<file path="src/rtl/mem_arbiter.sv">
// mem_arbiter: N-channel, single-outstanding memory arbiter; round-robin when MEM_ARBITER_ROUND_ROBIN_EN is defined, else fixed priority
module mem_arbiter #(
    parameter int CHANNELS = 3,
    parameter int WIDTH    = 32
) (
    input  logic                      clock,
    input  logic                      reset_n,
    input  logic [CHANNELS-1:0]       req_enable,
    input  logic [CHANNELS-1:0]       req_write,
    input  logic [CHANNELS*WIDTH-1:0] req_address,
    input  logic [CHANNELS*WIDTH-1:0] req_wdata,
    output logic [CHANNELS-1:0]       resp_valid,
    output logic [WIDTH-1:0]          resp_data,
    output logic [WIDTH-1:0]          mem_address,
    output logic                      mem_read,
    output logic                      mem_write,
    output logic [WIDTH-1:0]          mem_wdata,
    input  logic                      mem_waitrequest,
    input  logic [WIDTH-1:0]          mem_rdata,
    input  logic                      mem_rdata_valid
);
    localparam int IW = CHANNELS > 1 ? $clog2(CHANNELS) : 1;
    typedef enum logic [1:0] {IDLE, ISSUE, WAIT, RESPOND} state_t;
    state_t state, state_d;
    logic [IW-1:0] g, win;
    logic wr, cancel, abort, grant;
`ifdef MEM_ARBITER_ROUND_ROBIN_EN
    logic [IW-1:0] ptr;
`endif
    assign grant = state == IDLE && |req_enable;
    assign abort = cancel | ~req_enable[g];
    // descending scan so the first requester in search order is the last to write win
    always_comb begin
        win = '0;
        for (int k = CHANNELS - 1; k >= 0; k--)
`ifdef MEM_ARBITER_ROUND_ROBIN_EN
            if (req_enable[(int'(ptr) + 1 + k) % CHANNELS]) win = IW'((int'(ptr) + 1 + k) % CHANNELS);
`else
            if (req_enable[k]) win = IW'(k);
`endif
    end
    always_ff @(posedge clock or negedge reset_n)
        if (!reset_n) state <= IDLE;
        else state <= state_d;
    always_comb begin
        state_d = state;
        case (state)
            IDLE:    state_d = grant ? ISSUE : IDLE;
            ISSUE:   state_d = mem_waitrequest ? ISSUE : !wr ? WAIT : abort ? IDLE : RESPOND;
            WAIT:    state_d = !mem_rdata_valid ? WAIT : abort ? IDLE : RESPOND;
            default: state_d = IDLE;
        endcase
    end
    always_comb begin
        mem_read   = state == ISSUE && !wr;
        mem_write  = state == ISSUE && wr;
        resp_valid = state == RESPOND ? CHANNELS'(1) << g : '0;
    end
    always_ff @(posedge clock or negedge reset_n) begin
        if (!reset_n) begin
            g           <= '0;
            wr          <= 1'b0;
            cancel      <= 1'b0;
            mem_address <= '0;
            mem_wdata   <= '0;
            resp_data   <= '0;
        end else begin
            if (grant) begin
                g           <= win;
                wr          <= req_write[win];
                mem_address <= req_address[int'(win) * WIDTH +: WIDTH];
                mem_wdata   <= req_wdata[int'(win) * WIDTH +: WIDTH];
            end
            if (state == WAIT && mem_rdata_valid) resp_data <= mem_rdata;
            cancel <= state != IDLE && state_d != IDLE && abort;
        end
    end
`ifdef MEM_ARBITER_ROUND_ROBIN_EN
    always_ff @(posedge clock or negedge reset_n)
        if (!reset_n) ptr <= IW'(CHANNELS - 1);
        else if (grant) ptr <= win;
`endif
endmodule
</file>
<file path="config.mk">
export PLATFORM = sky130hd
export DESIGN_NAME = mem_arbiter
export DESIGN_NICKNAME = d
export VERILOG_FILES = /design/src/rtl/mem_arbiter.sv
export SDC_FILE = /design/constraint.sdc
export NUM_CORES = 1
export LEC_CHECK = 0
export CORE_AREA = 8 8 126 128
export DETAILED_ROUTE_END_ITERATION = 16
export DIE_AREA = 0 0 134 136
export DONT_BUFFER_PORTS = 1
export SETUP_SLACK_MARGIN = 0.05
export SLEW_MARGIN = 20
export SYNTH_ARGS = -nofsm -noshare
export SYNTH_HDL_FRONTEND = slang
export SYNTH_SLANG_ARGS = --single-unit
</file>
<file path="constraint.sdc">
create_clock -name clock -period 2.3 [get_ports clock]
set_input_delay 0.46 -clock clock [delete_from_list [all_inputs] [get_ports clock]]
set_output_delay 0.46 -clock clock [all_outputs]
set_load 0.02 [all_outputs]
</file>
; ---- Word-level counts from Yosys, hierarchy flattened
; Cells that the tools add are included.
[word_totals]
regBits = 102
input_bits = 234
out_inout_bits = 101
elab_cells = 42
[classes]
order_cmp = 2
eq_ne = 3
shifts = 3
mux = 14
bitwise_logic = 2
reduce_logical = 11
[ops]
columns = cell, n
row1 = 96-bit by 8-bit variable part select with 32-bit output, 2
row2 = 2-bit 2-to-1 mux, 7
row3 = 1-bit logical AND, 6
row4 = 2-bit by 3-bit < comparator with 1-bit output (second input constant), 2
row5 = 2-bit case mux with 3 select lines, 1
row6 = 1-bit binary-select mux with 2-bit select, 2
row7 = 2-bit == test (second input constant), 2
row8 = 2-bit nonzero test, 2
row9 = 1-bit 2-to-1 mux, 3
row10 = 3-bit 2-to-1 mux, 1
row11 = 3-bit OR reduction, 1
row12 = 1-bit by 2-bit left shift with 3-bit output (first input constant), 1
row13 = 2-bit by 1-bit == test with 1-bit output (second input constant), 1
row14 = 2-bit zero test, 1
row15 = 1-bit zero test, 1
row16 = 1-bit NOT, 1
row17 = 1-bit OR, 1

; ---- Longest topological paths before layout
; Gate-level depths: netlist of the first run.
[depth]
word_depth = 11
depth_mapped = 6
ltp_nobuf = 3

; ---- Worst setup path after synthesis of the first run
; No wires, ideal clock.
[synth_timing]
path_type = reg2out
startpoint = register state[1]
endpoint = output port resp_valid[2]
arrival_time_ns = 1.070
t_required_ns = 1.840
setup_slack_ns = 0.770
path_stages_with_launch = 3
cell_sequence = dfrtp_1 > nand2_1 > nor3b_1
[synth_via]
elab_chain_len = 2
[synth_rtl]
columns = item, line
row1 = start: declaration, 24  ; state_t state, state_d;
row2 = start signal: assignment, 44  ; else state <= state_d;
row3 = 2-bit == test, 57  ; resp_valid = state == RESPOND ? CHANNELS'(1) << g : '0;
row4 = 3-bit 2-to-1 mux, 57
row5 = end: declaration, 12  ; output logic [CHANNELS-1:0] resp_valid,
; Every way passes these cells.

; ---- Final worst setup path of the first run
[layout_timing]
startpoint = register state[1]
endpoint = output port mem_read
[layout_via]
elab_chain_len = 2
[layout_rtl]
columns = item, line
row1 = 2-bit by 1-bit == test with 1-bit output, 55  ; mem_read = state == ISSUE && !wr;
row2 = 1-bit logical AND, 55
row3 = end: declaration, 15  ; output logic mem_read,
; Every way passes these cells.

==> flow_results.org, run 1 <==
** STA
- The max-slew violation count is 0.
- Count of final setup violators :: 0
- Final Hold Viols :: 102
- RSZ-0062 raised after global routing :: false
- Final clock period utilization by the worst path :: 81.52%
- In this run the tightest slew margin relative to its limit is 57.74%.
- Based on the critical path, the design can be clocked at up to 533.3 MHz.
- After routing, the total negative slack on setup checks comes to 0 ps.
- After layout, the worst setup slack is 425.1 ps.
- Setup clock skew after layout :: 3.909 ps
- At the pin with the least slew margin, the transition time is 634.0 ps.
- Final hold analysis gives a worst-case slack of -194.6 ps.
- Subtracting the final worst setup slack from the clock period gives 1875 ps.

** Worst setup path
- R2r startpoint :: state[0]$_DFF_PN0_
- Worst Setup Path Type :: reg -> out
- Largest driver fanout on the critical path :: 7
- Traced cell by cell, the critical path runs through nand2b_1 -> nor2_1.
- Register-to-Register Setup Slack :: 720 ps
- Slowest stage delay, CP :: 460 ps
- Worst path slowest cell :: dfrtp_1
- STA classifies the critical path startpoint as a register.
- Required arrival time at the worst endpoint :: 1840 ps
- Crit path max-delay family :: simple AND/OR/NAND/NOR gates
- Counting buffers and inverters, the worst setup path is 2 cells deep.
- Counting both buffers and inverters, the worst setup path holds a total of 0.
- The worst setup path is captured at an output pin.
- Terminus of the critical flop-to-flop path :: mem_wdata[30]$_DFFE_PN0P_
- Path depth of the worst reg2reg path :: 4
- Data arrival time of the critical path :: 1410 ps

** Place
- Detailed placement finished with a half-perimeter wire length of 14.04 mm.
- RD Place Congestion :: 0.8547
- Placed cell area :: 5984 sq um
- Port buffering added 0 buffers.
- Post-Place Setup Slack :: 688.7 ps

** Drt
- The final layout contains routed wiring with a total length of 19.43 mm.
- Overall via count from detail_route :: 4951
- Detailed Routing Iterations Pass 1 :: 5
- Final routed DRC violation total :: 0
- Dividing the detail-routed wire length by the instance count gives 25.10 um.
- In this run, the number of DRC markers left after iteration 0 of detailed routing was 294.
- Number of vias per cell :: 6.397
- Once detail routing completed, the nets flagged for antenna violations numbered 0.

** Pwr
- Share of total power in sequential cells :: 55.5%
- Summed over all cells, the static leakage comes to 0.002368 uW.
- Per report_power, the combinational group accounts for 26.0% of the total.
- Switching portion of total power :: 44.92%
- Part of the power in the clock network :: 18.6%
- Int Pwr :: 4448 uW
- Switching pwr :: 3627 uW
- Worst IR drop on VDD :: 472.0 uV
- PwrDens :: 1284 nW/um^2

** Layout
- Of the cells placed in the final design, the portion with a size suffix greater than 1 is 10.85%.
- # diodes :: 0
- Measured on the finished design, the core utilization comes to 44.80%.
- Fill cell instance count of the final layout :: 1391
- Area taken by flip-flops and latches :: 2552 sq um
- In the final layout, the multi-input gates occupy 3058 sq um.
- Total non-filler cell area in the finished layout :: 6289 sq um
- Number of nets in the final layout :: 819
- Layout overhead on the synthesized area :: 4.101%

** Clock tree
- In this run, CTS created clock tree buffers numbering 9.
- Clock-pin slew was measured on the worst setup and hold paths at 70 ps.
- The tree built by TritonCTS fans out to 102 sinks.
- Clock latency of the later-clocked register in the worst-skew pair :: 340 ps
- No sink is reached through more buffers than the 2 on the longest clock path.
- CTS Root Cell :: clkbuf_16
- H-tree level count :: 3
- The number of setup buffers added after CTS is 0.
- TritonCTS built the clock tree.

** Global routing
- The number of antenna violations at the first check in global routing was 0.
- Total congestion overflow after global routing :: 0
- Wire length of the first global-routing pass :: 29.31 mm
- Total routing usage reported by global routing :: 20.34%
- Vias in the first global route :: 5190
- Pin count of the biggest net entering global routing :: 135

** Synth
- Post-Syn Area per Cell :: 9.558 sq um
- The most used flip-flop cell after synthesis is dfrtp_1.
- Synthesis instantiated 34 different standard cells from the library.
- Number of synthesized flops with an enable pin :: 0
- Post-Synthesis Cell Area :: 6041 sq um
- Sequential share of the synthesized area :: 42.25%
- Counting every net in the synthesized netlist gives 866.
- Register bit count reported by yosys :: 102
- Yosys printed 0 warnings.
- In the synthesized netlist, the number of instances is 632.
- Async set-or-reset flop fraction in the synthesized netlist :: 100.0%

** Die
- Full die area :: 18220 sq um
- Chip Width :: 134 um
- Starting utilization of the core area :: 43.03%
- The floorplan step defined a core boundary enclosing 14040 sq um.
- The floorplan has 44 rows.
- Height of the die :: 136 um
- Pin placement for this block handled 335 I/O pins.

** Run status
- Run status :: finished with violations
- Violations in the final reports :: hold timing

** Flow run
- Across the run, the number of max-cap violations was 0.

** Min path
- Worst min-delay path category :: in -> async
## per-layer routing
metal | wire length (um) | global-route usage [%]
met1 | 7114 | 21.99
met2 | 9714 | 35.21
met3 | 2243 | 8.426
met4 | 359 | 7.299
met5 | 0 | 0
## sequential cells by signal (all words and copies together) (netlist names)
name and cells:
cancel 1, g 2, mem_address 32, mem_wdata 32
resp_data 32, state 2, wr 1
## cell usage after synthesis (3+ instances only)
cell	number	area [sq um]
a21oi_1	3	15.01
and2b_1	4	30.03
buf_2	30	150.1
buf_4	14	105.1
buf_6	10	112.6
clkbuf_1	14	52.55
dfrtp_1	102	2552
inv_1	3	11.26
mux2_1	6	67.56
mux2_2	27	304.0
nand2_1	3	11.26
nand2b_1	3	18.77
nor2_1	6	22.52
nor2b_1	64	400.4
nor3_1	66	330.3
o21a_1	65	488.0
o21ai_0	59	295.3
o21ai_1	7	35.03
o22ai_1	66	412.9
o31ai_1	63	473.0
## through the flow
step | power, uW | instances
2_1_floorplan | 6068 | 632
3_3_place_gp | 6550 | 758
3_5_place_dp | 6676 | 758
4_1_cts | 8198 | 774
5_1_grt | 8591 | 774
6_report | 8075 | 774
## how the worst max path moves through the flow
stage,from,endpoint
5_1_grt,state[1]$_DFF_PN0_,mem_read
3_3_place_gp,req_enable[1],mem_wdata[13]$_DFFE_PN0P_
4_1_cts,state[1]$_DFF_PN0_,mem_read
6_report,state[1]$_DFF_PN0_,mem_read
3_5_place_dp,state[0]$_DFF_PN0_,mem_wdata[30]$_DFFE_PN0P_
2_1_floorplan,state[1]$_DFF_PN0_,resp_valid[2]
## power groups by stage
stage	Combinational [uW]	Sequential [uW]	Clock, uW
5_1_grt	2360	4610	1630
3_5_place_dp	2130	4550	0
3_3_place_gp	2020	4530	0
4_1_cts	2120	4520	1550
6_report	2100	4480	1500
2_1_floorplan	1900	4170	0
## kinds of logic (layout without fill, tap and decap cells)
family / after synthesis / after routing / share of synthesized area [%]
buffers and inverters: 72 / 30 / 7.270
AND/OR/NAND/NOR: 155 / 155 / 14.81
multiplexers: 33 / 33 / 6.152
AO/OA/AOI/OAI: 270 / 270 / 29.52
flip-flops: 102 / 102 / 42.25
## repair_timing
item | 4_1_cts | 5_1_grt
resized for setup | 0 | 0
endpoints found under the hold margin | 102 | 102
setup endpoints to repair | 0 | 0
## final cells by class
| cell class | count | share of cell area (%) |
|---|---|---|
| Tap cell | 184 | 3.661 |
| Sequential cell | 102 | 40.59 |
| Clock buffer | 9 | 3.581 |
| Multi-Input combinational cell | 458 | 48.63 |
| Clock inverter | 7 | 1.253 |
| Timing Repair Buffer | 11 | 2.109 |
| Inverter | 3 | 0.1791 |
## cells in the final DEF (no fill, tap or decap), types with 3 or more instances in the layout
| master | n |
|---|---|
| o31ai_1 | 63 |
| o22ai_1 | 66 |
| o21ai_1 | 7 |
| mux2_1 | 6 |
| buf_12 | 4 |
| o21ai_0 | 59 |
| nand2_1 | 3 |
| and2b_1 | 4 |
| buf_4 | 7 |
| dfrtp_1 | 102 |
| o21a_1 | 65 |
| clkinv_4 | 3 |
| mux2_2 | 27 |
| clkbuf_16 | 9 |
| a21oi_1 | 3 |
| nor3_1 | 66 |
| nor2b_1 | 64 |
| nor2_1 | 6 |
Note: power is estimated with default switching activity, not from simulation.
==> run 2, diff against run 1 <==
==> constraint.sdc (replaced) <==
create_clock -name clock -period 1.8 [get_ports clock]
set_input_delay 0.36 -clock clock [delete_from_list [all_inputs] [get_ports clock]]
set_output_delay 0.36 -clock clock [all_outputs]
set_load 0.02 [all_outputs]
==> run 2 against run 1 <==
  * The run still ends with hold timing left
  * Non-clock buffer count is 4 higher
  * Register-to-register slack worse by 440 ps
  * Hold slack worse by 98 ps
  * Clock-buffer cell count stayed put
  * Die area stayed put
==> flow_results.org, run 2 (synthesized netlist as in run 1, its figures left out) <==
** STA
- Count of final setup violators :: 0
- Fmax :: 574.7 MHz
- Final critical delay including setup and external delays :: 1740 ps
- Setup clock skew after layout :: 4.849 ps
- Fin Hold WS :: -293.1 ps
- Worst Max-Slew Pin Slew :: 449.5 ps
- RSZ-0062 raised after global routing :: true
- The max-slew violation count came to 0.
- Final clock period utilization by the worst path :: 96.67%
- The number of endpoints with negative hold slack in the final report came to 102.
- Slew Limit Headroom :: 69.92%

** Worst setup path
- Largest driver fanout on the critical path :: 7
- Data arrival time of the critical path :: 1380 ps
- STA classifies the critical path startpoint as a register.
- Worst Setup Path Type :: reg -> out
- Required arrival time at the worst endpoint :: 1440 ps
- Path depth of the worst reg2reg path :: 5
- Register-to-Register Setup Slack :: 280 ps
- STA classifies the critical path endpoint as an output pin.

** Run status
- The flow ran to the end, but the final reports show violations.
- The checks that failed: hold timing.

** Global routing
- Wire length of the first global-routing pass :: 29.35 mm
- The via count of the first global-routing pass was 5145.
- Total congestion overflow after global routing :: 0
- The number of antenna violations at the first check in global routing is 0.
- Pin count of the biggest net entering global routing :: 135
- Global routing used 20.27% of the available tracks across all layers.

** Clock tree
- Clock transition at the registers of the reported paths :: 70 ps
- TritonCTS created 9 clock buffers.
- Clock latency on the worst-skew pair, taken at its later pin, is 340 ps.
- TritonCTS built the clock tree.
- CTS Root Cell :: clkbuf_16
- Number of sinks handled by clock tree synthesis :: 102
- H-tree level count :: 3
- No sink is reached through more buffers than the 2 on the longest clock path.

** Drt
- Dividing the detail-routed via count by the number of cells gives 6.370.
- Routed length per placed instance :: 24.86 um
- Detailed routing inserted a total of 4956 vias.
- Detailed Routing Iterations Pass 1 :: 5
- The first routing iteration left 332 violations.
- After detailed routing, the total wire length is 19.34 mm.
- Final routed DRC violation total :: 0
- Number of nets with antenna violations after detailed routing :: 0

** Place
- Routability-driven placement finished with a final weighted congestion of 0.8306.
- In this run the tool buffered the top-level ports with 0 buffer cells.
- In this run the cell area measured after placement is 5995 sq um.
- Placed wire-length estimate :: 14.11 mm
- Counting tap cells, the placed design contains a total of 761 instances.

** Layout
- Layout overhead on the synthesized area :: 4.577%
- The largest registers in the layout are mem_address x32, mem_wdata x32, resp_data x32.
- Total non-filler cell area in the finished layout :: 6317 sq um
- # diodes :: 0
- Non-filler instance count after layout :: 778
- Fraction of layout cells with a size suffix above 1 :: 11.95%
- At the end of the flow the core is filled with cells to 45.00%.
- At the end of the flow, the number of nets in the layout was 823.
- Top library cells by usage in the layout, fill and taps aside :: 101 x dfrtp_1, 66 x nor3_1, 66 x o22ai_1
- Commonest non-fill, non-tap cell in the layout :: dfrtp_1

** Flow run
- The tool flagged a number of max-cap violations equal to 0.

** Die
- Starting utilization of the core area :: 43.03%
- The die is 134 um wide.
- Site Rows :: 44
- I/O pin count :: 335
- The die covers 18220 sq um.
- Area inside the core boundary :: 14040 sq um
- Height of the die :: 136 um

** Pwr
- Reported leakage power :: 0.002381 uW
- The worst-case IR drop observed on VDD is 543.8 uV.
- Dividing total power by cell area gives a power density of 1647 nW/um^2.

** Min path
- In this run the worst hold path is classified as in -> async.
==> run 2: metrics by stage <==
| step | setup slack, ps | power (uW) | setup TNS, ps | hold WS, ps |
|---|---|---|---|---|
| floorplan | 370.3 | 7753 | 0 | 64.41 |
| global placement | 409.2 | 8368 | 0 | 67.86 |
| detailed placement | 339.2 | 8508 | 0 | 68.00 |
| CTS | 41.71 | 10510 | 0 | -313.1 |
| global route | -33.53 | 11050 | -52.91 | -319.8 |
| finish | 60.01 | 10400 | 0 | -293.1 |
==> run 2: area by class of cell <==
class / instances / area [sq um]
Clock inverter: 7 / 78.83
Fill cell: 1347 / 7721
Tap cell: 184 / 230.2
Multi-Input combinational cell: 458 / 3068
Sequential cell: 102 / 2554
Timing Repair Buffer: 15 / 150.1
Inverter: 3 / 11.26
Clock buffer: 9 / 225.2
==> run 2: worst max-delay path: stages (launching register included) <==
cell      delay, ps
dfrtp_2         450
nand2b_1        210
nor2_1          380
==> run 2: layer usage <==
metal	wire (um)	share of wire [%]	track usage [%]
met1	7157	37	22.40
met2	9599	50	34.54
met3	2097	11	7.834
met4	485	2.5	8.110
met5	0	0	0
==> run 2: timing repair <==
action,4_1_cts,5_1_grt
endpoints found under the setup margin,3,4
resized for setup,1,2
setup buffers,0,1
endpoints found under the hold margin,102,102
pin swaps,0,0
==> run 2: power by group <==
part | switching (uW) | total (uW) | internal [uW]
combinational | 1410 | 2700 | 1290
clock | 888 | 1980 | 1100
sequential | 2300 | 5720 | 3420
==> run 2: final timing paths <==
kind                                    start                        end
min                                   reset_n  resp_data[16]$_DFFE_PN0P_
min in group clock               mem_rdata[2]   resp_data[2]$_DFFE_PN0P_
max reg2reg                state[0]$_DFF_PN0_  mem_wdata[13]$_DFFE_PN0P_
max                        state[1]$_DFF_PN0_                  mem_write
max in group asynchronous             reset_n  mem_wdata[19]$_DFFE_PN0P_
min reg2reg                    wr$_DFFE_PN0P_             wr$_DFFE_PN0P_
==> run 3, diff against run 2 <==
--- a/config.mk
+++ b/config.mk
@@ -5,9 +5,9 @@
 export SDC_FILE = /design/constraint.sdc
 export NUM_CORES = 1
 export LEC_CHECK = 0
-export CORE_AREA = 8 8 126 128
+export CORE_AREA = 8 8 124 126
 export DETAILED_ROUTE_END_ITERATION = 16
-export DIE_AREA = 0 0 134 136
+export DIE_AREA = 0 0 132 134
 export DONT_BUFFER_PORTS = 1
 export SETUP_SLACK_MARGIN = 0.05
 export SLEW_MARGIN = 20
==> constraint.sdc (replaced) <==
create_clock -name clock -period 1.4 [get_ports clock]
set_input_delay 0.28 -clock clock [delete_from_list [all_inputs] [get_ports clock]]
set_output_delay 0.28 -clock clock [all_outputs]
set_load 0.02 [all_outputs]
==> run 3 against run 2 <==
  * The flow finishes with violations (hold timing, setup timing)
  * Clock power increased by 25%
  * Routed wire length increased by 5.6%
  * Highest routed layer unchanged
  * Largest cell class unchanged
  * Critical endpoint is now mem_address[2]$_DFFE_PN0P_
  * Die area decreased by 2.9%
  * Register-to-register slack got worse by 360 ps
  * Total power increased by 42%
==> flow_results.org, run 3 (synthesized netlist as in run 1, its figures left out) <==
** Clock tree
- Number of buffers inserted during clock tree synthesis :: 9
- Clock-pin slew was measured on the worst setup and hold paths at 70 ps.
- CTS tree :: done
- The later pin in the worst-skew pair is clocked with a latency of 350 ps.
- In this run the clock root is driven by a clkbuf_16.
- Clock buffer depth :: 2
- H-tree level count :: 3
- Number of sinks handled by clock tree synthesis :: 102

** Flow run
- Number of maximum-capacitance constraint violations :: 0

** Worst setup path
- Traced cell by cell, the critical path runs through buf_4 -> or2_4 -> clkbuf_16 -> o21ai_2 -> o31ai_2.
- Among all stages on the critical path, the largest delay is contributed by dfrtp_1.
- Critical path launch point type :: register
- The critical path in this run is classified as reg -> reg.
- For this run, the slowest stage of the critical path takes 410 ps.
- Data arrival time of the critical path :: 1710 ps
- Setup crit end kind :: register
- The cell family contributing the most delay on the critical path is flip-flops.
- Crit path buffers/inverters :: 2
- In this run the worst path has a maximum fanout of 9.
- For the worst setup path, the data required time is 1630 ps.

** Layout
- The final layout contains 839 nets.
- Commonest non-fill, non-tap cell in the layout :: dfrtp_1
- 0 antenna diodes ended up in the layout.
- Compared with the post-synthesis result, the final layout area differs by 11.66%.
- Fill cell instance count of the final layout :: 1244
- Top library cells by usage in the layout, fill and taps aside :: 99 x dfrtp_1, 66 x o22ai_1, 65 x o21a_1, 65 x nor3_1, 64 x nor2b_1
- Total non-filler cell area in the finished layout :: 6745 sq um
- Registers with the most flip-flops :: mem_address x32, mem_wdata x32, resp_data x32
- In the final layout, the share of cells above drive strength 1 is 19.67%.

** Die
- Site Rows :: 43
- For this configuration, the core starts out at a cell density of 44.73%.
- For this design the top-level I/O count stands at 335.
- Area inside the core boundary :: 13500 sq um
- In this run the vertical extent of the chip is 134 um.
- The die is 132 um wide.
- Full die area :: 17690 sq um

** STA
- Final hold analysis gives a worst-case slack of -377.0 ps.
- Slew Limit Headroom :: 69.20%
- Final critical delay including setup and external delays :: 1480 ps
- RSZ-0062 raised after global routing :: true
- Post-route setup TNS :: -3226 ps
- The number of endpoints with negative hold slack in the final report is 102.
- Worst Max-Slew Pin Slew :: 462.1 ps
- The max-slew violation count was 0.
- The clock arrives with 6.566 ps of skew.
- Setup slack on the critical path of the routed design comes to -79.89 ps.
- Fmax :: 675.7 MHz
- Final clock period utilization by the worst path :: 105.7%
- Count of final setup violators :: 75

** Drt
- Final routed DRC violation total :: 0
- Number of nets with antenna violations after detailed routing :: 0
- The final layout contains routed wiring with a total length of 20.43 mm.
- Detailed Routing Iterations Pass 1 :: 4
- Using the TritonRoute via totals, the vias-per-cell ratio works out to 6.454.
- Overall via count from detail_route :: 5099
- For this block, the initial DRC count from the detailed router was 271.
- After detailed routing, the average wire length per cell comes to 25.86 um.

** Place
- Post-Place Setup Slack :: -26.54 ps
- During placement, the flow inserted port buffers numbering 0.
- Placed cell area :: 6070 sq um
- Placed wire-length estimate :: 14.40 mm
- The congestion estimate from routability-driven global placement came to 0.7913.

** Global routing
- Total congestion overflow after global routing :: 0
- Vias in the first global route :: 5194
- Pin count of the biggest net entering global routing :: 135
- Total routing usage reported by global routing :: 21.24%
- The number of antenna violations at the first check in global routing came to 0.
- Wire length of the first global-routing pass :: 30.15 mm

** Run status
- The run finished, with violations left.
- The checks that failed: hold timing, setup timing.

** Pwr
- IR analysis of the VDD net gives a maximum drop of 839.7 uV.
- Int Pwr :: 8201 uW
- For this design the total switching power over the nets is 6535 uW.
- Reported leakage power :: 0.002581 uW
- Part of the power in the clock network :: 16.8%
- PwrDens :: 2185 nW/um^2
- Per report_power, the combinational group accounts for 32.7% of the total.
- Switching portion of total power :: 44.35%
- Post-route total power :: 14740 uW
- Share of total power in sequential cells :: 50.5%

** Min path
- Worst min-delay path category :: in -> async
run 3: what timing repair did:
action | 4_1_cts | 5_1_grt
cloned | 1 | 6
gates resized for setup | 79 | 22
pin swaps | 3 | 0
setup buffers | 6 | 0
endpoints found under the setup margin | 70 | 105
hold endpoints to repair | 102 | 102
run 3: path summary, 6_finish.rpt:
| check | slack (ps) | endpoint | cells past startpoint | start |
|---|---|---|---|---|
| worst min register to register | 630 | g[1]$_DFFE_PN0P_ | 2 | g[1]$_DFFE_PN0P_ |
| worst max register to register | -80 | mem_address[2]$_DFFE_PN0P_ | 5 | state[0]$_DFF_PN0_ |
| max in group asynchronous | 1620 | state[1]$_DFF_PN0_ | 0 | reset_n |
| min in group clock | 50 | state[1]$_DFF_PN0_ | 1 | mem_waitrequest |
| worst min-delay path | -380 | mem_address[20]$_DFFE_PN0P_ | 0 | reset_n |
| worst max-delay path | -80 | mem_address[2]$_DFFE_PN0P_ | 5 | state[0]$_DFF_PN0_ |
run 3: layout make-up:
cell class	count	area, sq um	area share (%)
multi-input cells	458	3213	47.63
flip-flops and latches	102	2556	37.90
repair buffers	31	442.9	6.567
clock buffers	9	225.2	3.339
well taps	180	225.2	3.339
clock inverters	7	71.32	1.057
inverters	3	11.26	0.1669
run 3: metrics by stage:
| stage | instances | util (%) |
|---|---|---|
| after floorplan | 632 | - |
| after global placement | 761 | 44.95 |
| after detailed placement | 761 | 44.95 |
| after CTS | 784 | 48.30 |
| after global routing | 790 | 49.95 |
| final | 790 | 49.95 |
run 3: worst reg2reg max path: stages, from the launching register on:
cell       delay (ps)
dfrtp_1           410
buf_4             170
or2_4             330
clkbuf_16         220
o21ai_2           150
o31ai_2            90
run 3: metal layers:
metal  up-vias  part of all wire [%]  GRT usage, %  wire, um
li1       2323                     -             -         -
met1      2487                    37         22.85      7537
met2       263                    51         37.23     10330
met3        26                    10         7.928      2089
met4         0                   2.3         8.168       474
met5         -                     0             0         0
run 3: power by group through the flow:
stage / Clock [uW] / Sequential [uW] / Combinational, uW
after floorplan: 0 / 6850 / 3120
after global placement: 0 / 7440 / 3500
after detailed placement: 0 / 7460 / 3690
after CTS: 2550 / 7450 / 4240
after global routing: 2660 / 7640 / 5230
final: 2470 / 7440 / 4820
==> edit 1 (settings of run 3) <==
Add a define of `MEM_ARBITER_ROUND_ROBIN_EN`.
--- a/src/rtl/mem_arbiter.sv
+++ b/src/rtl/mem_arbiter.sv
@@ -1,4 +1,6 @@
 // mem_arbiter: N-channel, single-outstanding memory arbiter; round-robin when MEM_ARBITER_ROUND_ROBIN_EN is defined, else fixed priority
+`define MEM_ARBITER_ROUND_ROBIN_EN
+
 module mem_arbiter #(
     parameter int CHANNELS = 3,
     parameter int WIDTH    = 32
Formal check against the unedited RTL: not equivalent (Yosys sat finds a counterexample within 4 cycles, from zero or initial values and one cycle with reset_n low).
==> edit 1 against run 3 <==
The flow still finishes with violations (negative hold slack, negative setup slack). Area after synthesis decreased by 15%. Sequential cell count is 1 higher. Hold slack got worse by 0.010 ns. Count of clock-buffer cells in the layout did not move. Routed wire length is 0.82% higher. Setup slack worse by 0.67 ns. Final area is 2.8% higher. Power rose by 28%. Critical path type unchanged. Critical endpoint is now mem_wdata[3].
==> edit 1: results (changes against run 3) <==
first_pass_iters: 5  # +1
wl_met2_mm: 10.29  # -0.42%
setup_violations: 107  # +43%
multi_input_area_share_pct: 39.74  # -7.9 points
drtIter0Drc: 295  # +8.9%
placed_area_um2: 5512  # -9.2%
grt_use_met1_pct: 22.69  # -0.16 points
status: "finished, violations left"
regArea_um2: 2581  # +0.98%
syn_avg_cell_area_um2: 10.68  # +12%
p_sw_mw: 8.293  # +27%
hold_viol: 103  # +0.98%
grt_use_met2_pct: 33.51  # -3.7 points
buffers: 63  # +100%
instances_no_fill: 702  # -11%
crit_path_max_fanout: 8  # -1
worst_hold_slack_ns: -0.3874  # -0.01043 ns
setup-tns-final_ns: -54.09  # -50.86 ns
first_global_vias: 4419  # -15%
p_leak_nw: 3.418  # +32%
synth_compound_gate_area_share_pct: 14.42  # -15 points
violations: "negative hold slack, negative setup slack"
setup_ws_ns: -0.7511  # -0.6712 ns
crit_slowest_cell: "dfstp_2"
vias: 4217  # -17%
syn-num-nets: 717  # -17%
edit 1: path summary, 6_finish.rpt:
| kind | endpoint | slack, ns | cells past startpoint | startpoint |
|---|---|---|---|---|
| max in group asynchronous | ptr[1] | 1.60 | 0 | reset_n |
| min in group clock | resp_data[17] | 0.07 | 1 | mem_rdata[17] |
| setup reg to reg | mem_wdata[3] | -0.75 | 9 | ptr[1] |
| hold reg to reg | ptr[1] | 0.60 | 3 | ptr[1] |
| hold / removal | mem_address[18] | -0.39 | 0 | reset_n |
| setup / recovery | mem_wdata[3] | -0.75 | 9 | ptr[1] |
edit 1: timing repair:
action | in CTS | in global routing
cloned | 10 | 13
setup endpoints to repair | 106 | 107
setup buffers | 18 | 10
gates resized for setup | 63 | 66
hold endpoints to repair | 103 | 104
pin swaps | 7 | 15
==> edit 2 (settings of run 3) <==
Without the edit above. Re-encode `state_t` (4 states) as one-hot, 4 bits wide.
--- a/src/rtl/mem_arbiter.sv
+++ b/src/rtl/mem_arbiter.sv
@@ -20,7 +20,7 @@
     input  logic                      mem_rdata_valid
 );
     localparam int IW = CHANNELS > 1 ? $clog2(CHANNELS) : 1;
-    typedef enum logic [1:0] {IDLE, ISSUE, WAIT, RESPOND} state_t;
+    typedef enum logic [3:0] {IDLE = 4'b0001, ISSUE = 4'b0010, WAIT = 4'b0100, RESPOND = 4'b1000} state_t;
     state_t state, state_d;
     logic [IW-1:0] g, win;
     logic wr, cancel, abort, grant;
Formal check against the unedited RTL: same outputs for any inputs over 10 cycles, from zero or initial values and one cycle with reset_n low; not proved beyond that.
==> edit 2 against run 3 <==
The flow still finishes with violations (negative hold slack, negative setup slack). Area after synthesis shrank 16%. Final area grew 5.5%. Clock skew grew 0.0013 ns. Power grew 18%. Largest power group is now combinational cells. Setup slack lost 0.44 ns. Routed wire length grew 3.7%. Combinational power grew 59%. Register-to-register slack lost 0.33 ns. Sequential cell count grew 2. Core utilization grew 2.8 points. Highest routed layer is now met5. Hold slack gained 0.010 ns.
==> edit 2: results (changes against run 3) <==
switching_share_pct: 43.34  # -1.0 points
crit_slowest_cell: "or4b_4"
cp_top_family: "simple AND/OR/NAND/NOR gates"
seq_area_frac_synth_pct: 51.04  # +8.8 points
regArea_um2: 2605  # +1.9%
worstSetupStartpoint: "state[0]"
reg2reg_slack_ns: -0.41  # -0.33 ns
max_stage_delay_ns: 0.59  # +0.18 ns
reg2reg_depth: 9  # +4
multi_input_comb_cells: 345  # -25%
synthCells: 495  # -22%
tightest_slew_ns: 1.464  # +1.002 ns
gp_congestion: 0.7791  # -1.5%
pg_comb_mw: 7.66  # +59%
setup_violations: 107  # +43%
grt_use_met1_pct: 23.89  # +1.0 points
n_all_inverters: 4  # +1
met3_usage_pct: 9.387  # +1.5 points
nets: 760  # -9.4%
status: "finished, violations left"
grt_first_pass_wirelength_mm: 30.64  # +1.6%
grt_max_degree: 105  # -22%
synthTopCellsByCount: "dfrtp_1 (103), nand2_1 (69), o21ai_0 (55), a22o_1 (53), a22oi_1 (53)"
hpwl_mm: 13.85  # -3.8%
grt_use_met2_pct: 39.58  # +2.4 points
top_layer: "met5"
p_leak_nw: 3.228  # +25%
cts_sinks: 104  # +2.0%
pg_clk_mw: 2.34  # -5%
worst_hold_slack_ns: -0.3668  # +0.01024 ns
setup_ws_ns: -0.5167  # -0.4368 ns
synth.distinct_cells: 37  # +8.8%
synth.area.top_cells: "dfrtp_1 (51%), a22o_1 (9.1%), a22oi_1 (7.8%)"
m1WireLength_mm: 7.128  # -5.4%
wirelength_mm: 21.19  # +3.7%
crit_path_max_fanout: 5  # -4
grtUsageTotal_pct: 22.67  # +1.4 points
crit_end: "resp_valid[2]"
avgRoutedWirePerCell_um: 29.81  # +15%
nClkBuffers: 11  # +2
irDropWorstVdd_v: 0.001263  # +50%
violations: "negative hold slack, negative setup slack"
buffers: 62  # +100%
arrival_ns: 1.64  # -0.07 ns
place_inst: 655  # -14%
hold_viol: 104  # +2.0%
==> edit 2: cell count changes in the layout (fill, tap and decap cells not counted), moves of 38 or more <==
| cell | change |
|---|---|
| a22o_1 | +53 |
| a22oi_1 | +53 |
| nand2_2 | +38 |
| nor2b_1 | -63 |
| nor3_1 | -63 |
| o21a_1 | -65 |
| o22ai_1 | -54 |
| o31ai_1 | -60 |
==> edit 2: cell families after synthesis <==
family / share of synthesized area [%]
compound gates: 27.37
buf+inv: 4.611
flops: 51.04
mux: 7.260
simple gates: 9.713
==> edit 2: stage by stage <==
stage	worst slack (ns)	utilization [%]	TNS, ns	power, mW
after CTS	-0.5433	51.18	-33.46	16.78
after global placement	-0.3763	40.92	-21.46	10.70
after floorplan	-0.1701	-	-5.567	9.742
final	-0.5167	52.72	-34.00	17.38
after global routing	-0.5586	52.72	-40.87	18.26
after detailed placement	-0.4357	40.92	-25.87	10.87
